==> src/rtl/main_fsm_pkg.sv <==
// Shared definitions for the multicycle main controller and the ALU decoder:
// state encodings, opcodes, ALUOp codes and datapath mux select codes.
package main_fsm_pkg;

  typedef enum logic [3:0] {
    S_FETCH    = 4'd0,
    S_DECODE   = 4'd1,
    S_MEMADR   = 4'd2,
    S_MEMREAD  = 4'd3,
    S_MEMWB    = 4'd4,
    S_MEMWRITE = 4'd5,
    S_EXECUTER = 4'd6,
    S_ALUWB    = 4'd7,
    S_EXECUTEI = 4'd8,
    S_JAL      = 4'd9,
    S_BEQ      = 4'd10
  } state_t;

  localparam logic [6:0] OP_LW  = 7'b0000011;
  localparam logic [6:0] OP_SW  = 7'b0100011;
  localparam logic [6:0] OP_R   = 7'b0110011;
  localparam logic [6:0] OP_I   = 7'b0010011;
  localparam logic [6:0] OP_JAL = 7'b1101111;
  localparam logic [6:0] OP_BEQ = 7'b1100011;

  localparam logic [1:0] ALUOP_ADD   = 2'b00;
  localparam logic [1:0] ALUOP_SUB   = 2'b01;
  localparam logic [1:0] ALUOP_FUNCT = 2'b10;

  localparam logic [1:0] SRCA_PC    = 2'b00;
  localparam logic [1:0] SRCA_OLDPC = 2'b01;
  localparam logic [1:0] SRCA_RD1   = 2'b10;

  localparam logic [1:0] SRCB_RD2  = 2'b00;
  localparam logic [1:0] SRCB_IMM  = 2'b01;
  localparam logic [1:0] SRCB_FOUR = 2'b10;

  localparam logic [1:0] RES_ALUOUT    = 2'b00;
  localparam logic [1:0] RES_DATA      = 2'b01;
  localparam logic [1:0] RES_ALURESULT = 2'b10;

  typedef struct packed {
    logic [1:0] alu_op;
    logic [1:0] alu_src_a;
    logic [1:0] alu_src_b;
    logic [1:0] result_src;
    logic       adr_src;
    logic       ir_write;
    logic       pc_write;
    logic       reg_write;
    logic       mem_write;
    logic       mem_req;
    logic       illegal;
  } ctrl_t;

  function automatic logic is_supported_op(input logic [6:0] op);
    return (op == OP_LW) || (op == OP_SW) || (op == OP_R) ||
           (op == OP_I)  || (op == OP_JAL) || (op == OP_BEQ);
  endfunction

endpackage

==> src/rtl/main_fsm.sv <==
// Multicycle main controller: sequences fetch/decode/execute/memory/writeback,
// drives ALUOp, datapath mux selects and write enables; memory uses mem_ready.
module main_fsm
  import main_fsm_pkg::*;
#(
  parameter int unsigned STATE_W = 4
) (
  input  logic               clk,
  input  logic               reset,
  input  logic [6:0]         op,
  input  logic               Zero,
  input  logic               mem_ready,
  output logic [1:0]         ALUOp,
  output logic [1:0]         ALUSrcA,
  output logic [1:0]         ALUSrcB,
  output logic [1:0]         ResultSrc,
  output logic               AdrSrc,
  output logic               IRWrite,
  output logic               PCWrite,
  output logic               RegWrite,
  output logic               MemWrite,
  output logic               mem_req,
  output logic               illegal_instr,
  output logic [STATE_W-1:0] state_dbg
);

  state_t r_state;
  state_t w_next;
  ctrl_t  w_ctrl;

  always_ff @(posedge clk) begin
    if (reset) r_state <= S_FETCH;
    else       r_state <= w_next;
  end

  always_comb begin
    w_next = S_FETCH;
    case (r_state)
      S_FETCH:    w_next = mem_ready ? S_DECODE : S_FETCH;
      S_DECODE: begin
        case (op)
          OP_LW, OP_SW: w_next = S_MEMADR;
          OP_R:         w_next = S_EXECUTER;
          OP_I:         w_next = S_EXECUTEI;
          OP_JAL:       w_next = S_JAL;
          OP_BEQ:       w_next = S_BEQ;
          default:      w_next = S_FETCH;
        endcase
      end
      S_MEMADR:   w_next = (op == OP_LW) ? S_MEMREAD : S_MEMWRITE;
      S_MEMREAD:  w_next = mem_ready ? S_MEMWB : S_MEMREAD;
      S_MEMWB:    w_next = S_FETCH;
      S_MEMWRITE: w_next = mem_ready ? S_FETCH : S_MEMWRITE;
      S_EXECUTER: w_next = S_ALUWB;
      S_EXECUTEI: w_next = S_ALUWB;
      S_ALUWB:    w_next = S_FETCH;
      S_JAL:      w_next = S_ALUWB;
      S_BEQ:      w_next = S_FETCH;
      default:    w_next = S_FETCH;
    endcase
  end

  always_comb begin
    w_ctrl = '0;
    case (r_state)
      S_FETCH: begin
        w_ctrl.mem_req    = 1'b1;
        w_ctrl.alu_src_a  = SRCA_PC;
        w_ctrl.alu_src_b  = SRCB_FOUR;
        w_ctrl.alu_op     = ALUOP_ADD;
        w_ctrl.result_src = RES_ALURESULT;
        w_ctrl.ir_write   = mem_ready;
        w_ctrl.pc_write   = mem_ready;
      end
      S_DECODE: begin
        w_ctrl.alu_src_a = SRCA_OLDPC;
        w_ctrl.alu_src_b = SRCB_IMM;
        w_ctrl.alu_op    = ALUOP_ADD;
        w_ctrl.illegal   = ~is_supported_op(op);
      end
      S_MEMADR: begin
        w_ctrl.alu_src_a = SRCA_RD1;
        w_ctrl.alu_src_b = SRCB_IMM;
        w_ctrl.alu_op    = ALUOP_ADD;
      end
      S_MEMREAD: begin
        w_ctrl.mem_req    = 1'b1;
        w_ctrl.adr_src    = 1'b1;
        w_ctrl.result_src = RES_ALUOUT;
      end
      S_MEMWB: begin
        w_ctrl.result_src = RES_DATA;
        w_ctrl.reg_write  = 1'b1;
      end
      S_MEMWRITE: begin
        w_ctrl.mem_req    = 1'b1;
        w_ctrl.adr_src    = 1'b1;
        w_ctrl.result_src = RES_ALUOUT;
        w_ctrl.mem_write  = mem_ready;
      end
      S_EXECUTER: begin
        w_ctrl.alu_src_a = SRCA_RD1;
        w_ctrl.alu_src_b = SRCB_RD2;
        w_ctrl.alu_op    = ALUOP_FUNCT;
      end
      S_EXECUTEI: begin
        w_ctrl.alu_src_a = SRCA_RD1;
        w_ctrl.alu_src_b = SRCB_IMM;
        w_ctrl.alu_op    = ALUOP_FUNCT;
      end
      S_ALUWB: begin
        w_ctrl.result_src = RES_ALUOUT;
        w_ctrl.reg_write  = 1'b1;
      end
      S_JAL: begin
        w_ctrl.alu_src_a  = SRCA_OLDPC;
        w_ctrl.alu_src_b  = SRCB_FOUR;
        w_ctrl.alu_op     = ALUOP_ADD;
        w_ctrl.result_src = RES_ALUOUT;
        w_ctrl.pc_write   = 1'b1;
      end
      S_BEQ: begin
        w_ctrl.alu_src_a  = SRCA_RD1;
        w_ctrl.alu_src_b  = SRCB_RD2;
        w_ctrl.alu_op     = ALUOP_SUB;
        w_ctrl.result_src = RES_ALUOUT;
        w_ctrl.pc_write   = Zero;
      end
      default: w_ctrl = '0;
    endcase

    // Reset abandons the instruction in flight: mux selects stay decoded,
    // but nothing may be written or requested.
    if (reset) begin
      w_ctrl.ir_write  = 1'b0;
      w_ctrl.pc_write  = 1'b0;
      w_ctrl.reg_write = 1'b0;
      w_ctrl.mem_write = 1'b0;
      w_ctrl.mem_req   = 1'b0;
      w_ctrl.illegal   = 1'b0;
    end
  end

  assign ALUOp         = w_ctrl.alu_op;
  assign ALUSrcA       = w_ctrl.alu_src_a;
  assign ALUSrcB       = w_ctrl.alu_src_b;
  assign ResultSrc     = w_ctrl.result_src;
  assign AdrSrc        = w_ctrl.adr_src;
  assign IRWrite       = w_ctrl.ir_write;
  assign PCWrite       = w_ctrl.pc_write;
  assign RegWrite      = w_ctrl.reg_write;
  assign MemWrite      = w_ctrl.mem_write;
  assign mem_req       = w_ctrl.mem_req;
  assign illegal_instr = w_ctrl.illegal;
  assign state_dbg     = STATE_W'(r_state);

endmodule

==> config.mk <==
export PLATFORM = sky130hd
export DESIGN_NAME = main_fsm
export DESIGN_NICKNAME = d
export VERILOG_FILES = /design/src/rtl/main_fsm_pkg.sv /design/src/rtl/main_fsm.sv
export SDC_FILE = /design/constraint.sdc
export NUM_CORES = 1
export LEC_CHECK = 0
export BUFFER_PORTS_ARGS = -buffer_cell sky130_fd_sc_hd__buf_2
export CORE_AREA = 2 2 51 53
export DETAILED_ROUTE_END_ITERATION = 10
export DIE_AREA = 0 0 53 55
export PLACE_DENSITY_LB_ADDON = 0.2
export SLEW_MARGIN = 20
export SYNTH_ARGS = -nofsm -noshare
export SYNTH_HDL_FRONTEND = slang
export SYNTH_SLANG_ARGS = --single-unit
export TNS_END_PERCENT = 10
==> constraint.sdc <==
create_clock -name clk -period 2.1 [get_ports clk]
set_input_delay 0.105 -clock clk [delete_from_list [all_inputs] [get_ports clk]]
set_output_delay 0.105 -clock clk [all_outputs]
set_load 0.02 [all_outputs]
# [Word-level counts from Yosys, hierarchy flattened]
# Cells that the tools add are included.
[op_classes] n_eq_ne=16 n_mux=16 bitwise=1 reduce_logical=11
[op_table] cell="case mux 6 bit (7 select lines)" n=1
[op_table] cell="case mux 4 bit (6 select lines)" n=1
[op_table] cell="case mux 4 bit (5 select lines)" n=1
[op_table] cell="equality test 4 x 3 -> 1 bit, second input constant" n=4
[op_table] cell="equality test 7 x 6 -> 1 bit, second input constant" n=2
[op_table] cell="equality test 7 bit, second input constant" n=2
[op_table] cell="equality test 4 bit, second input constant" n=3
[op_table] cell="2-to-1 mux 3 bit" n=3
[op_table] cell="equality test 4 x 2 -> 1 bit, second input constant" n=2
[op_table] cell="equality test 7 x 2 -> 1 bit, second input constant" n=1
[op_table] cell="equality test 7 x 5 -> 1 bit, second input constant" n=1
[op_table] cell="2-to-1 mux 1 bit" n=7
[op_table] cell="2-to-1 mux 6 bit" n=1
[op_table] cell="OR reduction 2 bit" n=3
[op_table] cell="OR reduction 3 bit" n=2
[op_table] cell="logical OR 1 bit" n=5
[op_table] cell="equality test 4 x 1 -> 1 bit, second input constant" n=1
[op_table] cell="logical NOT 4 bit" n=1
[op_table] cell="case mux 2 bit (2 select lines)" n=1
[op_table] cell="case mux 1 bit (3 select lines)" n=1
[op_table] cell="NOT 1 bit" n=1
[totals] register_bits=4 in_bits=11 word_cells=45

# [Depth between registers and ports, before layout]
[logic_depth] ltp_word=9 mapped_depth=5

# [Worst setup path after synthesis]
# No wires, ideal clock.
[synth_path] kind="register to output" start="register r_state[2] (netlist: state_dbg[2])" end="output port RegWrite" t_arrival_ps=1614 slack_ps=381 path_stages_with_launch=5 n_path_buf=2 cell_sequence="dfxtp_1 buf_2 buf_2 nand2b_1 nor4_1"
[synth_between] elab_chain_len=4 elab_cells_between_ends=5 cone_classes="eq/ne: 2; mux: 2; reduce/logical: 1"
[synth_lines] element="start, declared" line="main_fsm.sv:27" rtl="state_t r_state;"
[synth_lines] element="start signal, assigned" line="main_fsm.sv:33" rtl="else r_state <= w_next;"
[synth_lines] element="equality test 4 x 3 -> 1 bit" line="main_fsm.sv:65" rtl="case (r_state)"
[synth_lines] element="OR reduction 2 bit (no line) *"
[synth_lines] element="2-to-1 mux 1 bit *" line="main_fsm.sv:65"
[synth_lines] element="2-to-1 mux 6 bit *" line="main_fsm.sv:134" rtl="if (reset) begin"
[synth_lines] element="end, declared" line="main_fsm.sv:20" rtl="output logic RegWrite,"
# Every way passes the cells marked *; elsewhere a longest branch is shown, timed or not.

# [Final worst setup path]
[layout_path] start="register r_state[2] (netlist: state_dbg[2])" end="output port ALUOp[1]"
[layout_between] elab_chain_len=2 elab_cells_between_ends=8 cone_classes="eq/ne: 6; mux: 1; reduce/logical: 1"
[layout_lines] element="equality test 4 bit, or another cell as far along" line="main_fsm.sv:65"
[layout_lines] element="case mux 6 bit (7 select lines) *" line="main_fsm.sv:65"
[layout_lines] element="end, declared" line="main_fsm.sv:13" rtl="output logic [1:0] ALUOp,"
# Marks and branches as above.

==> run_summary.xml <==
<?xml version="1.0" encoding="UTF-8"?>
<metrics>
  <group name="cells_and_area">
    <metric name="flow.area_growth_from_synthesis" unit="%">35.4</metric>
    <metric name="drive_gt1_share" unit="%">35.1</metric>
    <metric name="finalInstanceArea" unit="sq um">752</metric>
    <metric name="num_antenna_cells" unit="">0</metric>
    <metric name="layout.nets" unit="">124</metric>
    <metric name="final_common_cell" unit="">sky130_fd_sc_hd__buf_2</metric>
    <metric name="largest_register_ffs" unit="">4</metric>
    <metric name="most-common-layout-cells" unit="">29 x sky130_fd_sc_hd__buf_2, 9 x sky130_fd_sc_hd__nor2_1, 9 x sky130_fd_sc_hd__a21oi_1, 7 x sky130_fd_sc_hd__nand2b_1, 5 x sky130_fd_sc_hd__nor3_1</metric>
  </group>
  <group name="drt">
    <metric name="wl" unit="um">1690</metric>
    <metric name="first_iter_violations" unit="">19</metric>
    <metric name="detail-route-antenna-nets" unit="">0</metric>
    <metric name="drt_pass1_iterations" unit="">4</metric>
    <metric name="route.met3.wl" unit="um">155</metric>
    <metric name="highest_layer" unit="">met4</metric>
    <metric name="route.detailed.wl_per_inst" unit="um">12.0</metric>
    <metric name="drt-vias-per-instance" unit="">4.98</metric>
    <metric name="wl_met1" unit="um">766</metric>
    <metric name="met2WireLength" unit="um">756</metric>
    <metric name="via_count" unit="">702</metric>
    <metric name="remaining_drc_errors" unit="">0</metric>
  </group>
  <group name="die">
    <metric name="num_rows" unit="">18</metric>
    <metric name="placeableCoreArea" unit="sq um">2360</metric>
    <metric name="die-height" unit="um">55</metric>
    <metric name="initial_utilization" unit="%">23.5</metric>
    <metric name="pin_count" unit="">30</metric>
    <metric name="die_area" unit="sq um">2920</metric>
    <metric name="die_w" unit="um">53</metric>
  </group>
  <group name="worst_setup_path">
    <metric name="critical_path.startpoint_type" unit="">register</metric>
    <metric name="critical_path_peak_fanout" unit="">19</metric>
    <metric name="crit_buf_inv" unit="">1</metric>
    <metric name="critPathMaxStageDelay" unit="ns">0.49</metric>
    <metric name="required" unit="ns">2.00</metric>
    <metric name="cp_top_family" unit="">simple AND/OR/NAND/NOR gates</metric>
    <metric name="worst_setup_end_kind" unit="">output port</metric>
    <metric name="worstPathCellList" unit="">nand2b_1 &gt; or2_2 &gt; a21oi_1 &gt; buf_2</metric>
    <metric name="crit_path_max_delay_cell_type" unit="">sky130_fd_sc_hd__dfxtp_1</metric>
    <metric name="critPathArrivalTime" unit="ns">1.66</metric>
    <metric name="path_class" unit="">register to output port</metric>
  </group>
  <group name="sta">
    <metric name="slew_headroom" unit="%">59.7</metric>
    <metric name="post-route-min-period" unit="ns">1.77</metric>
    <metric name="least_margin_pin_slew" unit="ns">0.603</metric>
    <metric name="timing.final.max_slew_violations" unit="">0</metric>
    <metric name="clock_skew" unit="ns">0.0000307</metric>
    <metric name="fmax" unit="GHz">0.565</metric>
    <metric name="timing.setup.tns" unit="ns">0</metric>
    <metric name="finalHoldViolCount" unit="">0</metric>
    <metric name="timing.final.setup_violations" unit="">0</metric>
    <metric name="layout_worst_path_cycle_share" unit="%">84.2</metric>
    <metric name="final.setup.worst_slack" unit="ns">0.331</metric>
    <metric name="unrepaired_setup_endpoints_after_global_routing" unit="">false</metric>
  </group>
  <group name="logic_synthesis">
    <metric name="yosys_register_bits" unit="">4</metric>
    <metric name="synth-seq-area-share" unit="%">14.4</metric>
    <metric name="syn-instance-count" unit="">82</metric>
    <metric name="yosysWarningCount" unit="">0</metric>
    <metric name="number_of_distinct_standard_cells_referenced_by_the_synthesized_netlist" unit="">39</metric>
    <metric name="postSynthNetCount" unit="">93</metric>
    <metric name="synthesis.area_per_instance" unit="sq um">6.77</metric>
    <metric name="netlist_area" unit="sq um">556</metric>
  </group>
  <group name="cts">
    <metric name="post_cts.resized_instances" unit="">0</metric>
    <metric name="tritoncts.num_buffers" unit="">3</metric>
    <metric name="cts_root_buffer" unit="">sky130_fd_sc_hd__clkbuf_4</metric>
    <metric name="clock_latency_on_the_worst_skew_pair" unit="ns">0.23</metric>
    <metric name="cts.repair_timing.setup_buffer_count" unit="">0</metric>
    <metric name="htree_num_levels" unit="">1</metric>
    <metric name="clk_path_buf_depth" unit="">2</metric>
    <metric name="clkSlewWorstSetupHoldPaths" unit="ns">0.04</metric>
    <metric name="cts_tree" unit="">yes</metric>
    <metric name="cts_hold_bufs" unit="">0</metric>
    <metric name="clkSinkCount" unit="">4</metric>
  </group>
  <group name="flow_run">
    <metric name="timing.max_cap.violations" unit="">0</metric>
  </group>
  <group name="global_routing">
    <metric name="antenna_found_initial" unit="">0</metric>
    <metric name="global_route.usage.total" unit="%">12.5</metric>
    <metric name="remaining_global_route_overflow" unit="">0</metric>
    <metric name="maximum_number_of_pins_on_one_net_before_global_route_repair" unit="">20</metric>
    <metric name="wire_length_of_the_first_global_routing_pass" unit="um">2680</metric>
    <metric name="first_global_vias" unit="">599</metric>
  </group>
  <group name="placed_design">
    <metric name="place_worst_setup_slack" unit="ns">0.519</metric>
    <metric name="port-buffer-count" unit="">29</metric>
    <metric name="placement.cell_area" unit="sq um">729</metric>
    <metric name="gp_congestion" unit="">0.824</metric>
    <metric name="dp_hpwl" unit="um">1340</metric>
  </group>
  <group name="worst_hold_path">
    <metric name="hp-class" unit="">primary input to register</metric>
  </group>
  <group name="power_and_ir_drop">
    <metric name="power_per_cell_area" unit="nW/um^2">342</metric>
    <metric name="ir_drop" unit="uV">220</metric>
    <metric name="totalPowerFinal" unit="uW">258</metric>
    <metric name="power.static_leakage" unit="nW">0.361</metric>
  </group>
  <group name="run_status">
    <metric name="run_status" unit="">completed</metric>
  </group>
</metrics>
-- area by class of cell --
| class | count | area, sq um |
|---|---|---|
| fill | 269 | 1610 |
| multi-input combinational | 70 | 440 |
| timing repair buffer | 31 | 160 |
| sequential | 4 | 80.1 |
| tap | 30 | 37.5 |
| clock buffer | 3 | 22.5 |
| inverter | 3 | 11.3 |
-- cells by family (layout without fill, tap and decap cells) --
| kind of cell | count (synthesis) | after routing | share of synthesized area [%] |
|---|---|---|---|
| simple gates | 39 | 39 | 41.0 |
| compound gates | 28 | 28 | 33.3 |
| buf+inv | 8 | 37 | 6.31 |
| flops | 4 | 4 | 14.4 |
| xor+xnor | 2 | 2 | 3.15 |
| fa+ha+maj | 1 | 1 | 1.80 |
-- power breakdown --
| group | switching, mW | internal (mW) | total, mW | leakage [nW] |
|---|---|---|---|---|
| logic | 0.0509 | 0.0329 | 0.0838 | 0.315 |
| registers | 0.00275 | 0.0779 | 0.0807 | 0.0325 |
| clock network | 0.0293 | 0.0638 | 0.0931 | 0.0138 |
-- synthesized netlist by cell type --
cell,instances,share of area [%]
sky130_fd_sc_hd__a211o_1,1,1.6
sky130_fd_sc_hd__a211oi_1,2,2.7
sky130_fd_sc_hd__a21oi_1,9,8.1
sky130_fd_sc_hd__a31oi_1,2,2.3
sky130_fd_sc_hd__a32oi_1,1,1.6
sky130_fd_sc_hd__and2b_1,2,2.7
sky130_fd_sc_hd__and2b_4,1,1.8
sky130_fd_sc_hd__and3_1,1,1.1
sky130_fd_sc_hd__buf_2,4,3.6
sky130_fd_sc_hd__clkbuf_1,1,0.68
sky130_fd_sc_hd__dfxtp_1,4,14
sky130_fd_sc_hd__inv_1,2,1.4
sky130_fd_sc_hd__inv_2,1,0.68
sky130_fd_sc_hd__maj3_1,1,1.8
sky130_fd_sc_hd__nand2_1,3,2.0
sky130_fd_sc_hd__nand2_2,1,1.1
sky130_fd_sc_hd__nand2b_1,7,7.9
sky130_fd_sc_hd__nand3b_1,1,1.4
sky130_fd_sc_hd__nand4_1,1,1.1
sky130_fd_sc_hd__nand4bb_1,2,4.1
sky130_fd_sc_hd__nor2_1,9,6.1
sky130_fd_sc_hd__nor2_2,1,1.1
sky130_fd_sc_hd__nor3_1,5,4.5
sky130_fd_sc_hd__nor3b_1,1,1.4
sky130_fd_sc_hd__nor4_1,1,1.1
sky130_fd_sc_hd__o21a_1,1,1.4
sky130_fd_sc_hd__o21ai_0,2,1.8
sky130_fd_sc_hd__o21ai_1,2,1.8
sky130_fd_sc_hd__o21ba_1,2,3.6
sky130_fd_sc_hd__o21bai_1,2,2.7
sky130_fd_sc_hd__o22ai_1,1,1.1
sky130_fd_sc_hd__o311ai_1,1,1.6
sky130_fd_sc_hd__o32ai_1,1,1.6
sky130_fd_sc_hd__o41ai_1,1,1.6
sky130_fd_sc_hd__or2_1,1,1.1
sky130_fd_sc_hd__or2_2,1,1.1
sky130_fd_sc_hd__or4_1,1,1.4
sky130_fd_sc_hd__xnor2_1,1,1.6
sky130_fd_sc_hd__xor2_1,1,1.6
-- final timing paths --
check	slack, ns	endpoint	from	depth (start not counted)
hold / removal	0.14	state_dbg[3]$_SDFF_PP0_	reset	2
hold reg to reg	0.75	state_dbg[3]$_SDFF_PP0_	state_dbg[0]$_SDFF_PP0_	3
setup / recovery	0.33	ALUOp[1]	state_dbg[2]$_SDFF_PP0_	4
setup reg to reg	0.51	state_dbg[0]$_SDFF_PP0_	state_dbg[2]$_SDFF_PP0_	4
-- metrics by stage --
| stage | utilization, % | cells | hold WS [ns] |
|---|---|---|---|
| 2_1_floorplan | - | 82 | 0.184 |
| 3_3_place_gp | 30.8 | 138 | 0.389 |
| 3_5_place_dp | 30.8 | 138 | 0.382 |
| 4_1_cts | 31.8 | 141 | 0.135 |
| 5_1_grt | 31.8 | 141 | 0.148 |
| 6_report | 31.8 | 141 | 0.142 |
-- routing by layer --
layer | global-route usage [%] | up-vias
li1 | - | 363
met1 | 16.6 | 306
met2 | 19.0 | 31
met3 | 4.03 | 2
met4 | 4.70 | 0
met5 | 0 | -
(Power assumes the default switching activity.)
